## src/rtl/alu_issue_unit_pkg.sv

```systemverilog
// Shared definitions for the ALU issue unit: ALU op codes, RV32I opcode/funct
// constants, FSM states and the instruction decoder.
package alu_issue_unit_pkg;

    typedef enum logic [3:0] {
        ALU_ADD  = 4'd0,
        ALU_SUB  = 4'd1,
        ALU_SLL  = 4'd2,
        ALU_SLT  = 4'd3,
        ALU_SLTU = 4'd4,
        ALU_XOR  = 4'd5,
        ALU_SRL  = 4'd6,
        ALU_SRA  = 4'd7,
        ALU_OR   = 4'd8,
        ALU_AND  = 4'd9
    } alu_op_e;

    localparam logic [6:0] OPC_OP     = 7'b0110011;
    localparam logic [6:0] OPC_OP_IMM = 7'b0010011;
    localparam logic [6:0] OPC_LUI    = 7'b0110111;

    localparam logic [6:0] F7_BASE = 7'b0000000;
    localparam logic [6:0] F7_ALT  = 7'b0100000;

    localparam logic [2:0] F3_ADD  = 3'b000;
    localparam logic [2:0] F3_SLL  = 3'b001;
    localparam logic [2:0] F3_SLT  = 3'b010;
    localparam logic [2:0] F3_SLTU = 3'b011;
    localparam logic [2:0] F3_XOR  = 3'b100;
    localparam logic [2:0] F3_SR   = 3'b101;
    localparam logic [2:0] F3_OR   = 3'b110;
    localparam logic [2:0] F3_AND  = 3'b111;

    typedef enum logic [2:0] {S_IDLE, S_READ, S_EXEC, S_WB, S_ERR} state_e;

    typedef enum logic [1:0] {B_RS2, B_IMM_I, B_IMM_U} opb_sel_e;

    typedef struct packed {
        logic     legal;
        logic     a_zero;
        opb_sel_e b_sel;
        alu_op_e  op;
    } decode_t;

    function automatic alu_op_e f3_to_op(input logic [2:0] f3, input logic alt);
        alu_op_e op;
        case (f3)
            F3_ADD:  op = alt ? ALU_SUB : ALU_ADD;
            F3_SLL:  op = ALU_SLL;
            F3_SLT:  op = ALU_SLT;
            F3_SLTU: op = ALU_SLTU;
            F3_XOR:  op = ALU_XOR;
            F3_SR:   op = alt ? ALU_SRA : ALU_SRL;
            F3_OR:   op = ALU_OR;
            default: op = ALU_AND;
        endcase
        return op;
    endfunction

    function automatic decode_t decode(input logic [31:0] ins);
        decode_t    d;
        logic [6:0] f7;
        logic [2:0] f3;
        f7       = ins[31:25];
        f3       = ins[14:12];
        d.legal  = 1'b0;
        d.a_zero = 1'b0;
        d.b_sel  = B_RS2;
        d.op     = ALU_ADD;
        case (ins[6:0])
            OPC_OP: begin
                d.legal = (f7 == F7_BASE) || ((f7 == F7_ALT) && ((f3 == F3_ADD) || (f3 == F3_SR)));
                d.op    = f3_to_op(f3, f7 == F7_ALT);
            end
            OPC_OP_IMM: begin
                d.b_sel = B_IMM_I;
                case (f3)
                    F3_SLL:  d.legal = (f7 == F7_BASE);
                    F3_SR:   d.legal = (f7 == F7_BASE) || (f7 == F7_ALT);
                    default: d.legal = 1'b1;
                endcase
                // ins[30] is an immediate bit except for shift-right variants
                d.op = f3_to_op(f3, (f3 == F3_SR) && (f7 == F7_ALT));
            end
            OPC_LUI: begin
                d.legal  = 1'b1;
                d.a_zero = 1'b1;
                d.b_sel  = B_IMM_U;
            end
            default: d.legal = 1'b0;
        endcase
        return d;
    endfunction

endpackage

```

## src/rtl/alu_issue_unit_regfile.sv

```systemverilog
// 32x32 architectural register file: two operand read ports, a debug read port
// and one synchronous write port. x0 is hardwired to zero.
module rv_regfile (
    input  logic        clk_i,
    input  logic        rst_ni,
    input  logic [4:0]  raddr_a_i,
    output logic [31:0] rdata_a_o,
    input  logic [4:0]  raddr_b_i,
    output logic [31:0] rdata_b_o,
    input  logic [4:0]  dbg_raddr_i,
    output logic [31:0] dbg_rdata_o,
    input  logic        we_i,
    input  logic [4:0]  waddr_i,
    input  logic [31:0] wdata_i
);

    logic [31:0] regs_q [31:1];

    always_ff @(posedge clk_i or negedge rst_ni) begin
        if (!rst_ni) begin
            for (int unsigned i = 1; i < 32; i++) begin
                regs_q[i] <= '0;
            end
        end else if (we_i && (waddr_i != 5'd0)) begin
            regs_q[waddr_i] <= wdata_i;
        end
    end

    always_comb begin
        rdata_a_o   = (raddr_a_i   == 5'd0) ? '0 : regs_q[raddr_a_i];
        rdata_b_o   = (raddr_b_i   == 5'd0) ? '0 : regs_q[raddr_b_i];
        dbg_rdata_o = (dbg_raddr_i == 5'd0) ? '0 : regs_q[dbg_raddr_i];
    end

endmodule

```

## src/rtl/alu_issue_unit.sv

```systemverilog
// RV32I issue/execute sequencer: accepts OP/OP-IMM/LUI, drives the external
// combinational ALU through registered operands and writes the result to rd.
module alu_issue_unit
    import alu_issue_unit_pkg::*;
(
    input  logic        clk,
    input  logic        rst_n,
    input  logic        instr_valid,
    output logic        instr_ready,
    input  logic [31:0] instr,
    output logic [31:0] alu_opdA,
    output logic [31:0] alu_opdB,
    output logic [3:0]  alu_op_sel,
    input  logic [31:0] alu_result,
    output logic        done,
    output logic        illegal,
    input  logic [4:0]  dbg_raddr,
    output logic [31:0] dbg_rdata
);

    state_e      state_q, state_d;
    logic [31:0] instr_q, opa_q, opb_q, res_q;
    alu_op_e     op_q;
    decode_t     dec;
    logic [31:0] rs1_val, rs2_val, imm_i, imm_u, opb_d;

    assign dec   = decode(instr_q);
    assign imm_i = {{20{instr_q[31]}}, instr_q[31:20]};
    assign imm_u = {instr_q[31:12], 12'h000};

    always_comb begin
        case (dec.b_sel)
            B_IMM_I: opb_d = imm_i;
            B_IMM_U: opb_d = imm_u;
            default: opb_d = rs2_val;
        endcase
    end

    always_ff @(posedge clk or negedge rst_n) begin
        if (!rst_n) state_q <= S_IDLE;
        else        state_q <= state_d;
    end

    always_comb begin
        state_d = state_q;
        case (state_q)
            S_IDLE:  if (instr_valid) state_d = S_READ;
            S_READ:  state_d = dec.legal ? S_EXEC : S_ERR;
            S_EXEC:  state_d = S_WB;
            S_WB:    state_d = S_IDLE;
            S_ERR:   state_d = S_IDLE;
            default: state_d = S_IDLE;
        endcase
    end

    always_comb begin
        instr_ready = (state_q == S_IDLE);
        done        = (state_q == S_WB);
        illegal     = (state_q == S_ERR);
    end

    // ALU operand registers only move on a legal decode; ERR leaves them untouched
    always_ff @(posedge clk or negedge rst_n) begin
        if (!rst_n) begin
            instr_q <= '0;
            opa_q   <= '0;
            opb_q   <= '0;
            op_q    <= ALU_ADD;
            res_q   <= '0;
        end else begin
            if ((state_q == S_IDLE) && instr_valid) instr_q <= instr;
            if ((state_q == S_READ) && dec.legal) begin
                opa_q <= dec.a_zero ? '0 : rs1_val;
                opb_q <= opb_d;
                op_q  <= dec.op;
            end
            if (state_q == S_EXEC) res_q <= alu_result;
        end
    end

    assign alu_opdA   = opa_q;
    assign alu_opdB   = opb_q;
    assign alu_op_sel = op_q;

    rv_regfile u_regfile (
        .clk_i       (clk),
        .rst_ni      (rst_n),
        .raddr_a_i   (instr_q[19:15]),
        .rdata_a_o   (rs1_val),
        .raddr_b_i   (instr_q[24:20]),
        .rdata_b_o   (rs2_val),
        .dbg_raddr_i (dbg_raddr),
        .dbg_rdata_o (dbg_rdata),
        .we_i        (state_q == S_WB),
        .waddr_i     (instr_q[11:7]),
        .wdata_i     (res_q)
    );

endmodule

```

## config.mk

```make
export PLATFORM = sky130hd
export DESIGN_NAME = alu_issue_unit
export DESIGN_NICKNAME = d
export VERILOG_FILES = /design/src/rtl/alu_issue_unit_pkg.sv /design/src/rtl/alu_issue_unit_regfile.sv /design/src/rtl/alu_issue_unit.sv
export SDC_FILE = /design/constraint.sdc
export NUM_CORES = 2
export LEC_CHECK = 0
export CAP_MARGIN = 40
export CORE_UTILIZATION = 26
export CTS_CLUSTER_DIAMETER = 30
export DETAILED_ROUTE_END_ITERATION = 7
export HOLD_SLACK_MARGIN = 0.02
export MAX_ROUTING_LAYER = met4
export SLEW_MARGIN = 5
export SYNTH_ARGS = -nofsm -noshare
export SYNTH_HDL_FRONTEND = slang
export SYNTH_SLANG_ARGS = --single-unit
export TNS_END_PERCENT = 20
```

## constraint.sdc

```tcl
create_clock -name clk -period 6.2 [get_ports clk]
set_input_delay 0.93 -clock clk [delete_from_list [all_inputs] [get_ports clk]]
set_output_delay 0.93 -clock clk [all_outputs]
set_load 0.03 [all_outputs]
```

# Yosys cells after proc, flatten, opt, wreduce, memory -nomap -nowiden
# Index checks and enable logic that the tools add are counted.
# classes
order_cmp,5
n_reduce_logical,16
mux,28
eq_ne,17
# op_table
operator,n
$bwmux 992,1
$bmux 32 s5,3
$mux 32,8
$demux 32 s5,1
$pmux 32 s2,1
$pmux 4 s7,2
$lt 5x6->1 const B,4
$eq 7x6->1 const B,3
$logic_not 5->1,3
$eq 3x2->1 const B,4
$eq 3x3->1 const B,4
$pmux 3 s3,1
$pmux 4 s2,1
$eq 7x5->1 const B,1
$logic_not 7->1,1
$eq 3x1->1 const B,2
$logic_and 1x1->1,6
$logic_not 3->1,2
$mux 3,2
$ge 5x1->1 const B,1
$mux 1,5
$reduce_bool 5->1,1
$pmux 2 s2,1
$logic_or 1x1->1,3
other kinds (5),5
# totals
output_inout_bits,103
regBits,1127

# Logic depth before layout (Yosys ltp)
# depth
depth_word,7
depth_mapped,14
depth_no_buf,11

# Hierarchy
# From an unflattened synthesis, not the netlist that was laid out.
# hier_totals
hier_cells,4970
area_unflattened_um2,67115.6
# modules_own_cells
module,cells_per_inst,n_inst,seq_area_each_um2,area_each_um2
rv_regfile,4463,1,24823.8,61167.4
alu_issue_unit,507,1,3378.2,5948.2

# Worst setup path before layout
# Ideal clock, no wire load.
# synth_timing
path_type,input to output
start,input port dbg_raddr[0]
end,output port dbg_rdata[0]
arrival_ns,2.949
setup_slack_ns,2.321
required_ns,5.270
cell_stages,5
path_buffers,2
path_cell_list,buf_2 -> buf_1 -> mux4_2 -> mux4_2 -> mux2_2
# synth_via
elab_chain_len,3
# synth_lines
element,line,source
"start, declared",alu_issue_unit.sv:17,"input logic [4:0] dbg_raddr,"
$bmux 32 s5,alu_issue_unit_regfile.sv:32,dbg_rdata_o = (dbg_raddr_i == 5'd0) ? '0 : regs_q[dbg_raddr_i];
$mux 32 (not written as such),alu_issue_unit_regfile.sv:32,
$mux 32 (*),alu_issue_unit_regfile.sv:32,
"end, declared",alu_issue_unit.sv:18,output logic [31:0] dbg_rdata
# Every way passes the cells marked *; elsewhere a longest branch is shown, timed or not. The select of a mux whose other input is x is not followed.

# Worst setup path after layout
# layout_timing
start,input port dbg_raddr[0]
end,output port dbg_rdata[11]
# Same word-level chain as after synthesis.

==> results.txt <==
The flow ran to the end, and the final reports show no timing, DRC or antenna violations. After detailed routing, the number of vias per cell comes to 5.61. The mean area per synthesized cell came out at 14.9 um^2. Max-cap violations in this run came to 0. Yosys printed 0 warnings. Adding up every negative setup slack in the final design gives 0 ps. The async set or reset register ratio after synthesis is 100%.

Setup violations remaining at the end of the flow were counted as 0. Clock-pin slew was measured on the worst setup and hold paths at 50 ps. The initialized floorplan defines 185 standard-cell rows. The area growth from synthesis to layout is 24.4%. The transition time of the tightest slew-check pin came out at 954 ps. Derived from the worst setup path, the maximum achievable clock frequency is 201 MHz. In this run the worst hold path is classified as in2async.

The max-slew headroom at the worst pin is 36.4%. The global router's overall resource usage is 19.4%. In this design, the largest share of critical-path delay is due to buffers and inverters. The final-stage net count came out at 4718. The number of fillers in the final layout came out at 24400. The TritonCTS sink count is 1127. Once the clock tree was built, the resizer swapped 0 gates to a different size. The setup fix buffers added after clock tree synthesis is 0.

After floorplanning, the core was sized to cover 254000 um^2. The number of failing hold endpoints at the final stage is 0. The worst endpoint data arrival time came out at 4040 ps.

The residual DRC count came out at 0. Synthesis produced a netlist whose cell count is 4471. Clock tree synthesis selected as its root buffer the cell sky130_fd_sc_hd__clkbuf_16.

Cells with a size suffix above 1 make up 54.5% of the layout. The clock skew is 59.5 ps. The number of different library cells used by synthesis comes to 61.

The final RePlAce weighted congestion came out at 0.862. The kind of end point of the critical path is an output port. The final-report max-slew violation count is 0. The initial standard-cell utilization of the core came out at 26.2%. Along the worst path, the maximum fanout reaches 46. In this run the critical register-to-register path is captured at alu_opdB[17]. The number of H-tree branching levels came out at 5. Clock tree synthesis inserted a total of 278 buffers. Dividing the detail-routed wire length by the instance count gives 29.9 um. The largest net degree at the start of global routing came out at 159. In this design, the stage delay of the slowest critical-path cell is 810 ps.

The worst register-to-register path begins at instr_q[6]. The TritonCTS clock tree is built. The length of the first detailed-routing pass in iterations came out at 5.

IR analysis of the VDD net gives a maximum drop of 0.000293 V. The post-route minimum period is 4970 ps. After detailed placement, the design holds a cell count of 7728.

The worst-skew pair later-pin latency is 900 ps. Setup repair after global routing left no endpoint under its margin. The buffer and inverter count on the worst path came out at 4. In this run the tool buffered the top-level ports with 174 buffer cells. The via count of the first global-routing pass came out at 47500. The top-level I/O count came out at 175. The number of buffers added to fix hold violations after cts came out at 0. The synthesized design contains 0 enable-type register cells. The antenna violation net count after detailed routing is 0. Synthesis inferred 1127 register bits. The signal on the critical path passes through buf_8 -> buf_12 -> nor2b_4 -> buf_4 -> a22o_1 -> mux4_2 -> mux2_2 -> clkdlybuf4s50_1. The vertical extent of the die is 508 um. The violation count after the first detailed-route iteration came out at 5012. The area taken by flip-flops and latches came out at 28200 um^2.

Summing all multi-input logic gate instances after layout gives 36200 um^2. The final cell count without fillers came out at 8207. Summed over all cells, the static leakage comes to 36.0 nW.

The total chip power came out at 26.9 mW. The setup slack on the worst flop-to-flop path is 1890 ps. The post-route fraction of the period consumed by the critical path is 80.2%. The critical path class is in2out. The aggregate routed wire length is 245 mm. The number of antenna violations at the first check in global routing is 16. After synthesis, flip-flops and latches occupy 42.3% of the total area. The logic depth of the worst register-to-register path is 10.

The number of vias in the routed layout is 46100. STA classifies the critical path startpoint as an input port. For the worst setup path, the data required time is 5270 ps. The floorplan die width is 508 um. The first global-routing pass estimated 352 mm of wire. The net count after synthesis came out at 4546. The final global-route overflow total came out at 0. Among all flip-flop cells after synthesis, the most frequent one is sky130_fd_sc_hd__dfrtp_1. The maximum clock path buffer count came out at 4.

The estimated wirelength of the detail-placed design is 152 mm. The floorplan step defined a die boundary enclosing 258000 um^2. The power density normalized to cell area is 324 nW/um^2. The post-synthesis instance area is 66600 um^2.

The slowest stage of the critical path belongs to the cell sky130_fd_sc_hd__clkdlybuf4s50_1.
per-stage QoR:
| stage | hold WS, ps | utilization (%) | worst slack [ps] | area, um^2 |
|---|---|---|---|---|
| global placement | 470 | 28.3 | 1210 | 71900 |
| CTS | 59.4 | 32.6 | 1200 | 82800 |
| detailed placement | 480 | 28.8 | 1200 | 73200 |
| floorplan | 473 | - | 2320 | 66600 |
| global route | 100 | 32.6 | 1080 | 82900 |
| finish | 53.9 | 32.6 | 1230 | 82900 |
report_power, final:
group | leakage (nW) | internal (mW) | switching [mW]
Combinational | 15.7 | 1.36 | 2.67
Clock | 4.63 | 10.5 | 4.54
Sequential | 15.7 | 7.45 | 0.348
flip-flops by register name (all words and copies together), names as in the netlist:
| signal | cells |
|---|---|
| instr_q | 32 |
| state_q | 3 |
| u_regfile.regs_q | 992 |
| alu_op_sel | 4 |
| res_q | 32 |
| alu_opdA | 32 |
| alu_opdB | 32 |
worst max-delay path by stage:
stage / startpoint / end / cells after the start
after floorplan: dbg_raddr[0] / dbg_rdata[0] / 5
after global placement: dbg_raddr[0] / dbg_rdata[11] / 8
after detailed placement: dbg_raddr[0] / dbg_rdata[23] / 6
after CTS: dbg_raddr[0] / dbg_rdata[23] / 6
after global routing: dbg_raddr[0] / dbg_rdata[23] / 6
final: dbg_raddr[0] / dbg_rdata[11] / 8
area by class of cell:
type                            instances  share of cell area [%]
Tap cell                             3366                    5.08
Sequential cell                      1127                    34.1
Antenna cell                            4                  0.0121
Multi-Input combinational cell       2839                    43.7
Timing Repair Buffer                  388                    5.47
Clock inverter                        134                    2.43
Inverter                                9                  0.0423
Clock buffer                          340                    9.14
layer usage:
layer	GRT usage, %	up-vias	part of all wire, %
met3	4.69	631	8.8
met2	29.6	2492	47
li1	-	18100	-
met1	24.0	24800	39
met5	-	-	0
met4	9.44	0	5.2
Yosys cell counts, types with 7 or more instances:
master                     count  area (um^2)
sky130_fd_sc_hd__mux2_1       14          158
sky130_fd_sc_hd__buf_2       141          706
sky130_fd_sc_hd__o21ai_0      85          425
sky130_fd_sc_hd__a22o_1       67          587
sky130_fd_sc_hd__buf_4        35          263
sky130_fd_sc_hd__inv_1         7         26.3
sky130_fd_sc_hd__nand2_1     115          432
sky130_fd_sc_hd__a21oi_1     123          616
sky130_fd_sc_hd__nor2b_1      21          131
sky130_fd_sc_hd__a221o_1      14          140
sky130_fd_sc_hd__clkbuf_1    182          683
sky130_fd_sc_hd__o221ai_1     13          114
sky130_fd_sc_hd__mux4_2      748        16800
sky130_fd_sc_hd__mux2i_1     173         1730
sky130_fd_sc_hd__a31oi_1      28          175
sky130_fd_sc_hd__and3_1        9         56.3
sky130_fd_sc_hd__nor2_1       96          360
sky130_fd_sc_hd__o21ai_1      30          150
sky130_fd_sc_hd__mux2_2     1158        13000
sky130_fd_sc_hd__dfrtp_1    1127        28200
sky130_fd_sc_hd__nor4_1        7         43.8
sky130_fd_sc_hd__buf_6        20          225
sky130_fd_sc_hd__buf_1       116          435
sky130_fd_sc_hd__a221oi_1     18          158
sky130_fd_sc_hd__nand2b_1     10         62.6
sky130_fd_sc_hd__nor3_1       14         70.1
sky130_fd_sc_hd__a22oi_1      26          195
logic make-up after synthesis:
logic type / share of synthesized area, %
AND/OR/NAND/NOR: 2.10
adder cells (fa/ha/maj): 0.0563
multiplexers: 47.7
flip-flops: 42.3
buffers and inverters: 3.55
AO/OA/AOI/OAI: 4.28
placed cells by master (no fill, tap or decap), types with 6 or more instances in the layout:
cell type	netlist	routed
sky130_fd_sc_hd__mux2_2	1158	1158
sky130_fd_sc_hd__dfrtp_1	1127	1117
sky130_fd_sc_hd__mux4_2	748	748
sky130_fd_sc_hd__clkbuf_16	0	283
sky130_fd_sc_hd__mux2i_1	173	173
sky130_fd_sc_hd__clkdlybuf4s50_1	0	168
sky130_fd_sc_hd__buf_4	35	139
sky130_fd_sc_hd__a21oi_1	123	123
sky130_fd_sc_hd__nand2_1	115	97
sky130_fd_sc_hd__nor2_1	96	89
sky130_fd_sc_hd__o21ai_0	85	83
sky130_fd_sc_hd__a22o_1	67	67
sky130_fd_sc_hd__bufinv_16	0	45
sky130_fd_sc_hd__buf_16	0	40
sky130_fd_sc_hd__o21ai_1	30	32
sky130_fd_sc_hd__clkbuf_1	182	29
sky130_fd_sc_hd__buf_12	0	29
sky130_fd_sc_hd__clkinv_2	0	28
sky130_fd_sc_hd__a31oi_1	28	28
sky130_fd_sc_hd__clkbuf_8	0	28
sky130_fd_sc_hd__a22oi_1	26	26
sky130_fd_sc_hd__clkinvlp_4	0	26
sky130_fd_sc_hd__a221oi_1	18	18
sky130_fd_sc_hd__nand2_2	1	17
sky130_fd_sc_hd__clkinv_4	0	17
sky130_fd_sc_hd__nor2b_1	21	16
sky130_fd_sc_hd__inv_6	0	15
sky130_fd_sc_hd__nor3_1	14	14
sky130_fd_sc_hd__a221o_1	14	14
sky130_fd_sc_hd__mux2_1	14	14
sky130_fd_sc_hd__o221ai_1	13	13
sky130_fd_sc_hd__nand2b_1	10	10
sky130_fd_sc_hd__dfrtp_4	0	10
sky130_fd_sc_hd__inv_1	7	7
sky130_fd_sc_hd__nor2_4	0	7
sky130_fd_sc_hd__nor4_1	7	7
sky130_fd_sc_hd__o22ai_1	6	6
No activity file was read; power rests on OpenSTA's default activity.
